$ cat config.mk
export PLATFORM = sky130hd
export DESIGN_NAME = gray_monitor
export DESIGN_NICKNAME = d
export VERILOG_FILES = /design/src/rtl/gray_monitor.sv
export SDC_FILE = /design/constraint.sdc
export NUM_CORES = 1
export LEC_CHECK = 0
export BUFFER_PORTS_ARGS = -buffer_cell sky130_fd_sc_hd__buf_2
export CAP_MARGIN = 20
export CORE_UTILIZATION = 53
export CTS_CLUSTER_SIZE = 16
export DETAILED_ROUTE_END_ITERATION = 10
export PLACE_DENSITY = 0.77
export SYNTH_ARGS = -nofsm -noshare
export SYNTH_HDL_FRONTEND = slang
export SYNTH_SLANG_ARGS = --single-unit
$ cat constraint.sdc
create_clock -name Clk -period 3.2 [get_ports Clk]
set_clock_uncertainty 0.05 [all_clocks]
set_input_delay 0.8 -clock Clk [delete_from_list [all_inputs] [get_ports Clk]]
set_output_delay 0.8 -clock Clk [all_outputs]
set_load 0.005 [all_outputs]
$ cat src/rtl/gray_monitor.sv
// Gray-code counter checker: converts, validates and counts Gray steps/wraps.
// Optional capture of the offending code pair: define GRAY_MON_CAPTURE_EN.
module gray_monitor #(
    parameter int WIDTH  = 3,
    parameter int STEP_W = 8,
    parameter int WRAP_W = 4
) (
    input  logic              Clk,
    input  logic              Reset,
    input  logic [WIDTH-1:0]  Gray,
    input  logic              Ovf,
    output logic [WIDTH-1:0]  Bin,
    output logic [STEP_W-1:0] Steps,
    output logic [WRAP_W-1:0] Wraps,
    output logic              Err,
    output logic [1:0]        ErrCode
`ifdef GRAY_MON_CAPTURE_EN
    ,
    output logic [WIDTH-1:0]  CapPrev,
    output logic [WIDTH-1:0]  CapCur
`endif
);

    typedef enum logic [1:0] {
        IDLE,
        TRACK,
        ERROR
    } state_t;

    state_t           state;
    state_t           state_n;
    logic [WIDTH-1:0] prev_gray;
    logic             prev_ovf;
    logic [WIDTH-1:0] cur_bin;
    logic [WIDTH-1:0] prev_bin;
    logic             is_hold;
    logic             is_step;
    logic             is_wrap;
    logic             is_resync;
    logic [1:0]       code;
    logic             inc_step;
    logic             inc_wrap;
    logic             set_err;

    function automatic logic [WIDTH-1:0] to_bin(input logic [WIDTH-1:0] g);
        logic [WIDTH-1:0] b;
        b[WIDTH-1] = g[WIDTH-1];
        for (int i = WIDTH - 2; i >= 0; i--) begin
            b[i] = b[i+1] ^ g[i];
        end
        return b;
    endfunction

    // Classify the current sample against the previous one.
    always_comb begin
        cur_bin   = to_bin(Gray);
        prev_bin  = to_bin(prev_gray);
        is_hold   = (Gray == prev_gray) && (Ovf == prev_ovf);
        is_step   = (prev_bin != '1) && (cur_bin == prev_bin + WIDTH'(1))
                    && (Ovf == prev_ovf);
        is_wrap   = (prev_bin == '1) && (Gray == '0) && Ovf;
        is_resync = (Gray == '0) && !Ovf;
        if (prev_ovf && !Ovf && (Gray != '0)) begin
            code = 2'd2;
        end else if (!prev_ovf && Ovf) begin
            code = 2'd3;
        end else begin
            code = 2'd1;
        end
    end

    // Next-state and count/error strobes.
    always_comb begin
        state_n  = state;
        inc_step = 1'b0;
        inc_wrap = 1'b0;
        set_err  = 1'b0;
        unique case (state)
            IDLE: state_n = TRACK;
            TRACK: begin
                if (is_hold || is_resync) begin
                    state_n = TRACK;
                end else if (is_step) begin
                    inc_step = 1'b1;
                end else if (is_wrap) begin
                    inc_step = 1'b1;
                    inc_wrap = 1'b1;
                end else begin
                    state_n = ERROR;
                    set_err = 1'b1;
                end
            end
            ERROR: state_n = ERROR;
            default: state_n = IDLE;
        endcase
    end

    // State, history, saturating counters and sticky error.
    always_ff @(posedge Clk) begin
        if (Reset) begin
            state     <= IDLE;
            prev_gray <= '0;
            prev_ovf  <= 1'b0;
            Bin       <= '0;
            Steps     <= '0;
            Wraps     <= '0;
            Err       <= 1'b0;
            ErrCode   <= 2'd0;
        end else begin
            state     <= state_n;
            prev_gray <= Gray;
            prev_ovf  <= Ovf;
            Bin       <= cur_bin;
            if (inc_step && (Steps != '1)) begin
                Steps <= Steps + STEP_W'(1);
            end
            if (inc_wrap && (Wraps != '1)) begin
                Wraps <= Wraps + WRAP_W'(1);
            end
            if (set_err) begin
                Err     <= 1'b1;
                ErrCode <= code;
            end
        end
    end

`ifdef GRAY_MON_CAPTURE_EN
    // Latch the offending code pair on entry to ERROR.
    always_ff @(posedge Clk) begin
        if (Reset) begin
            CapPrev <= '0;
            CapCur  <= '0;
        end else if (set_err) begin
            CapPrev <= prev_gray;
            CapCur  <= Gray;
        end
    end
`endif

endmodule

==> results of run 1 <==
[registers in the layout, summed over array words and instances (netlist names)]
register and cells:
prev_ovf 1, Bin 3, prev_gray 2, state 2
Wraps 4, Steps 8, Err 1, ErrCode 2
[metrics by stage]
stage,instance area [um2],power [W],setup slack [ns],instances,hold slack [ns]
after floorplan,1230,0.000391,0.592,136,0.410
after global placement,1320,0.000408,0.472,178,0.407
after detailed placement,1320,0.000413,0.381,178,0.408
after CTS,1350,0.000551,0.633,182,0.441
after global routing,1350,0.000580,0.493,182,0.479
final,1350,0.000547,0.631,182,0.440
[layer usage]
layer  track usage [%]  vias up  share of wire [%]
li1                  -      526                  -
met1              29.4      500                 49
met2              34.7       22                 46
met3              4.01        5                2.9
met4              12.4        0                2.0
met5                 0        -                  0
[where the power goes]
| part | internal (W) | switching (W) | total [W] |
|---|---|---|---|
| Sequential | 0.000301 | 0.0000117 | 0.000313 |
| Combinational | 0.0000394 | 0.0000562 | 0.0000956 |
| Clock | 0.0000489 | 0.0000897 | 0.000139 |
| Total | 0.000389 | 0.000158 | 0.000547 |
[worst min-delay path by stage]
stage,startpoint,to,depth (start not counted)
after floorplan,Err,Err,2
after global placement,Err,Err,2
after detailed placement,Err,Err,2
after CTS,Err,Err,2
after global routing,Err,Err,2
final,Err,Err,2
[worst min-delay path, cell delays in order (launching register included)]
cell	delay, ns
dfxtp_1	0.35
a21oi_1	0.04
nor2_1	0.07
[cells by family (layout without fill, tap and decap cells)]
kind of cell,count (synthesis),in the layout,synth area share (%)
compound gates,25,25,15.6
xor+xnor,8,8,5.71
fa+ha+maj,5,5,5.10
buf+inv,15,33,6.52
flops,23,23,37.5
mux,4,4,3.47
simple gates,56,56,26.1
[cell type report]
class	instances	area [um2]	share of cell area, %
inverter	5	18.8	1.39
clock buffer	4	26.3	1.95
multi-input combinational	98	687	50.9
tap	28	35.0	2.60
sequential	23	460	34.1
timing repair buffer	24	123	9.08
[synthesized netlist by cell type (all sizes together), types with 2 or more instances]
master and number:
mux2 2, nand3b 2, o31ai 6, or4 6
nand3 6, nand2 3, buf 5, nand4 3
a21oi 11, nor2b 8, mux2i 2, a311oi 2
nor2 12, and3 5, clkbuf 5, inv 5
dfxtp 23, nor3 4, ha 5, nand2b 3
xnor2 7
==> results.md, run 1 <==
* Register area share after synthesis at 37.5%
* CTS tree: done
* Maximum fanout along the worst path at 20
* Status: complete, no violations
* Synthesis-stage register bit count at 23
* Post-DR wirelength/cell at 14.0 um
* Top post-synthesis cells by area: dfxtp_1, ha_1, xnor2_1
* Initial core utilization at approximately 56%
* Pin count of the biggest net entering global routing at 27
* Final Setup Violations at 0
* IO Port Bufs at 23
* Clock latency at the later pin of the worst-skew pair at roughly 0.32 ns
* GR Overflow Total at 0
* Area leader, netlist: dfxtp_1
* Worst-path clk slew at between 0.1 and 0.15 ns
* Core footprint at around 2200 um2
* First-pass GRT wire length at ~4200 um
* Chip height at ~50 um
* R2r startpoint: Bin[2]
* Worst-margin pin slew at 0.470 ns
* Clock Path Buffers at 2
* Crit path kind: flip-flop to flip-flop
* Syn Inst Count at ~140
* Lkg Pwr at between 0.5 and 0.6 nW
* CP max stage cell: or4_1
* Number of global-route vias before repair at approximately 940
* Slowest cell delay on critical path at about 0.51 ns
* Post_cts resized at 0
* FFs w/ async S/R, synth at 0%
* Total track usage at 22.5%
* Cell Rows at 17
* Synth-to-Final Area Change at 9.99%
* Power Density at 405 nW/um2
* CP startpoint kind: flip-flop
* CTS Buf Count at 3
* Max-slew violations at 0
* CTS sink cnt at 23
* Cell Area, Synth at ~1200 um2
* Crit path DAT at 2.78 ns
* FF-to-FF End: Steps[6]
* Maximum VDD drop at approximately 0.32 mV
* Rel. slew slack at 68.5%
* Nets at around 170
* Final routed DRC violation total at 0
* Achievable frequency at around 400 MHz
* Fraction of layout cells with a size suffix above 1 at between 20% and 30%
* Setup TNS at 0 ns
* Crit end category: flip-flop
* # H-tree levels at 1
* Final Critical Period at about 2.6 ns
* Ys Warns at 0
* Initial antenna violation count at 0
* Post-Syn Nets at 147
* Synth top area share at between 30% and 40%
* Prevailing post-synth register cell: dfxtp_1
* Hold buffer count at CTS at 0
* Finished Core Util at between 60 and 70%
* Yosys cell types at 35
* IO Pins at 24
* Post-CTS Setup Bufs at 0
* Routed WL at 2540 um
* Final Hold Viols at 0
* Die ar. at approximately 2500 um2
* Pre-antenna DRT Iters at 4
* Placer Congestion at between 0.8 and 0.9
* Critical path depth at 8
* R2R depth at 8
* Via count at 1053
* Syn avg cell area at ~9 um2
* CTS root buffer: clkbuf_4
* Critical Path, Cell by Cell: xor2_1 -> ha_1 -> xnor2_1 -> o2111a_1 -> nor3_2 -> buf_4 -> or4_1 -> a21oi_1
* Fill cells at 209
* Critical Path Sink: Steps[6]
* DR vias/cell at 5.79
* Post-synth EDFFs at 0
* Worst Path Required at between 3 and 4 ns
* Fin crit share at between 80 and 90%
* HP Class: flip-flop to flip-flop
* Initial DRC Count at 10
* Post-DRT Antenna Nets at 0
* Placed wire-length estimate at 1790 um
* Max-Cap Viols at 0
* Worst reg2reg setup slack at between 0.6 and 0.7 ns
* RSZ-0062 raised after global routing: no
* Chip Width at 50.1 um
* Worst setup path startpoint: Bin[2]
* Largest delay share family, worst path: simple AND/OR/NAND/NOR gates
* Most frequent cells in the layout: dfxtp_1, buf_2, nor2_1
* Bufs and invs on worst path at 1
* N_diodes at 0
Note: power is estimated with default switching activity, not from simulation.
==> run 2: changes to the inputs <==
--- a/config.mk
+++ b/config.mk
@@ -7,10 +7,10 @@
 export LEC_CHECK = 0
 export BUFFER_PORTS_ARGS = -buffer_cell sky130_fd_sc_hd__buf_2
 export CAP_MARGIN = 20
-export CORE_UTILIZATION = 53
+export CORE_UTILIZATION = 48
 export CTS_CLUSTER_SIZE = 16
 export DETAILED_ROUTE_END_ITERATION = 10
-export PLACE_DENSITY = 0.77
+export PLACE_DENSITY = 0.74
 export SYNTH_ARGS = -nofsm -noshare
 export SYNTH_HDL_FRONTEND = slang
 export SYNTH_SLANG_ARGS = --single-unit
==> constraint.sdc (replaced) <==
create_clock -name Clk -period 2.3 [get_ports Clk]
set_clock_uncertainty 0.05 [all_clocks]
set_input_delay 0.575 -clock Clk [delete_from_list [all_inputs] [get_ports Clk]]
set_output_delay 0.575 -clock Clk [all_outputs]
set_load 0.005 [all_outputs]
==> run 2 against run 1 <==
  * Via count grew 4.5%
  * First-iteration DRC count grew 70%
  * Combinational power grew 78%
  * Fmax grew 15%
  * Worst hold slack gained 0.0079 ns
  * Final cell count grew 9.3%
  * Flip-flop and latch count is the same
  * Critical endpoint is now Steps[7]
  * Largest cell class unchanged
==> results.md, run 2 (synthesized netlist as in run 1, its figures left out) <==
* Placed Cells incl. Taps at 195 (was 178)
* Crit path DAT at 2.44 ns (was 2.78 ns)
* Fin crit share at 97.1% (was 80.3%)
* Hold buffer count at CTS at 0 (unchanged)
* Crit end category: flip-flop (unchanged)
* Routed WL at 2560 um (was 2540 um)
* First-pass GRT wire length at 4430 um (was 4240 um)
* CTS root buffer: clkbuf_4 (unchanged)
* Achievable frequency at 448 MHz (was 389 MHz)
* Leading cell type in the layout, fill and taps excluded: buf_2
* Die ar. at 2760 um2 (was 2510 um2)
* Nets at 183 (was 166)
* Final routed DRC violation total at 0 (unchanged)
* Worst Path Required at 2.51 ns (was 3.41 ns)
* Post-route worst setup slack at 0.0667 ns (was 0.631 ns)
* Clock Path Buffers at 2 (unchanged)
* Chip Width at 52.6 um (was 50.1 um)
* Pre-antenna DRT Iters at 4 (unchanged)
* CTS tree: done (unchanged)
* Maximum VDD drop at 0.474 mV (was 0.323 mV)
* RSZ-0062 raised after global routing: yes (was no)
* Post-DR wirelength/cell at 12.9 um (was 14.0 um)
* CTS Buf Count at 3 (unchanged)
* Finished Cell Area at 1500 um2 (was 1350 um2)
* Finished Core Util at 64.7% (was 61.6%)
* Maximum fanout along the worst path at 15 (was 20)
* Largest Register: Steps (unchanged)
* Initial DRC Count at 17 (was 10)
* Fraction of layout cells with a size suffix above 1 at 32.7% (was 21.4%)
* Status: complete, no violations (unchanged)
* Placer Congestion at 0.779 (was 0.829)
* Slowest cell delay on critical path at 0.48 ns (was 0.51 ns)
* Worst-path clk slew at 0.13 ns (about the same)
* Via count at 1100 (was 1053)
* Post-Place Setup Slack at -0.155 ns (was 0.381 ns)
* GR Overflow Total at 0 (unchanged)
* HP Class: flip-flop to flip-flop (unchanged)
* Chip height at 52.6 um (was 50.1 um)
* IO Port Bufs at 23 (unchanged)
* Number of global-route vias before repair at 1054 (was 943)
* Setup TNS at 0 ns (unchanged)
* Bufs and invs on worst path at 1 (unchanged)
* Max-slew violations at 0 (unchanged)
* Pin count of the biggest net entering global routing at 27 (unchanged)
* # H-tree levels at 1 (unchanged)
* Post-CTS Setup Bufs at 0 (unchanged)
* Clock latency at the later pin of the worst-skew pair at 0.32 ns (about the same)
* Crit path kind: flip-flop to flip-flop (unchanged)
* Synth-to-Final Area Change at 22.2% (was 9.99%)
* Final Critical Period at 2.23 ns (was 2.57 ns)
* N_diodes at 0 (unchanged)
* Initial core utilization at 52.9% (was 56.0%)
* CTS sink cnt at 23 (unchanged)
* Worst-margin pin slew at 0.466 ns (was 0.470 ns)
* Power Density at 530 nW/um2 (was 405 nW/um2)
* Rel. slew slack at 69.0% (was 68.5%)
* Critical Path, Cell by Cell: xor2_1 -> ha_1 -> xnor2_2 -> o2111a_1 -> nor3_2 -> buf_6 -> or4_4 -> a21oi_2 (was xor2_1 -> ha_1 -> xnor2_1 -> o2111a_1 -> nor3_2 -> buf_4 -> or4_1 -> a21oi_1)
* DR vias/cell at 5.53 (was 5.79)
* Non-Filler Instances at 199 (was 182)
* Cell Rows at 17 (unchanged)
* Max FFs per register at 8 (unchanged)
* CP startpoint kind: flip-flop (unchanged)
* Largest delay share family, worst path: simple AND/OR/NAND/NOR gates (unchanged)
* Max-Cap Viols at 0 (unchanged)
* IO Pins at 24 (unchanged)
* Area post-placement at 1450 um2 (was 1320 um2)
* Leading registers by flop count: Steps x8, Wraps x4, Bin x3 (unchanged)
* Placed wire-length estimate at 1850 um (was 1790 um)
* Lkg Pwr at 0.643 nW (was 0.549 nW)
* Core footprint at 2320 um2 (was 2190 um2)
* Most frequent cells in the layout: buf_2, dfxtp_1, buf_4 (was dfxtp_1, buf_2, nor2_1)
* CP max stage cell: or4_4 (was or4_1)
* Final Hold Viols at 0 (unchanged)
* Final Setup Violations at 0 (unchanged)
* Post-DRT Antenna Nets at 0 (unchanged)
* Total track usage at 21.6% (was 22.5%)
* Initial antenna violation count at 0 (unchanged)
[run 2: report_power, final]
part / internal, W / switching (W) / leakage [nW]
clock network: 0.0000652 / 0.000129 / 0.0177
logic: 0.0000812 / 0.0000887 / 0.437
registers: 0.000419 / 0.0000125 / 0.189
total: 0.000566 / 0.000230 / 0.643
[run 2: path summary, 6_finish.rpt]
kind	cells after the start	start	slack, ns	to
max reg2reg	8	Bin[2]	0.07	Steps[7]
min reg2reg	2	Err	0.45	Err
max	8	Bin[2]	0.07	Steps[7]
min	2	Err	0.45	Err
[run 2: through the flow]
step | total power [W] | hold WS [ns]
finish | 0.000796 | 0.448
global route | 0.000831 | 0.491
CTS | 0.000800 | 0.454
detailed placement | 0.000603 | 0.402
global placement | 0.000596 | 0.399
floorplan | 0.000545 | 0.410
[run 2: layout make-up]
cell class,instances,area [um2]
tap,28,35.0
clock inverter,1,5.00
sequential,23,463
timing repair buffer,41,254
fill,200,818
inverter,5,18.8
multi-input combinational,98,702
clock buffer,3,22.5
[run 2: worst reg2reg max path, delay by kind of cell, from the launching register on]
family                     cells  cell delay (ns)
and+or+nand+nor                2             0.53
DFF                            1             0.35
adders and majority gates      1             0.33
buffers and inverters          1             0.15
AOI/OAI and AO/OA              2             0.35
xor gates and xnor gates       2             0.42
[run 2: repair_timing]
item,4_1_cts,5_1_grt
resized for setup,4,2
endpoints found under the setup margin,3,6
pin swaps,0,6
[run 2: routing by layer]
metal / routed length (um) / vias up / part of all wire [%] / global-route usage, %
met5: 0 / - / 0 / 0
met4: 50 / 0 / 2.0 / 11.8
met3: 63 / 6 / 2.5 / 3.77
met2: 1170 / 15 / 46 / 33.1
met1: 1280 / 521 / 50 / 28.4
li1: - / 558 / - / -
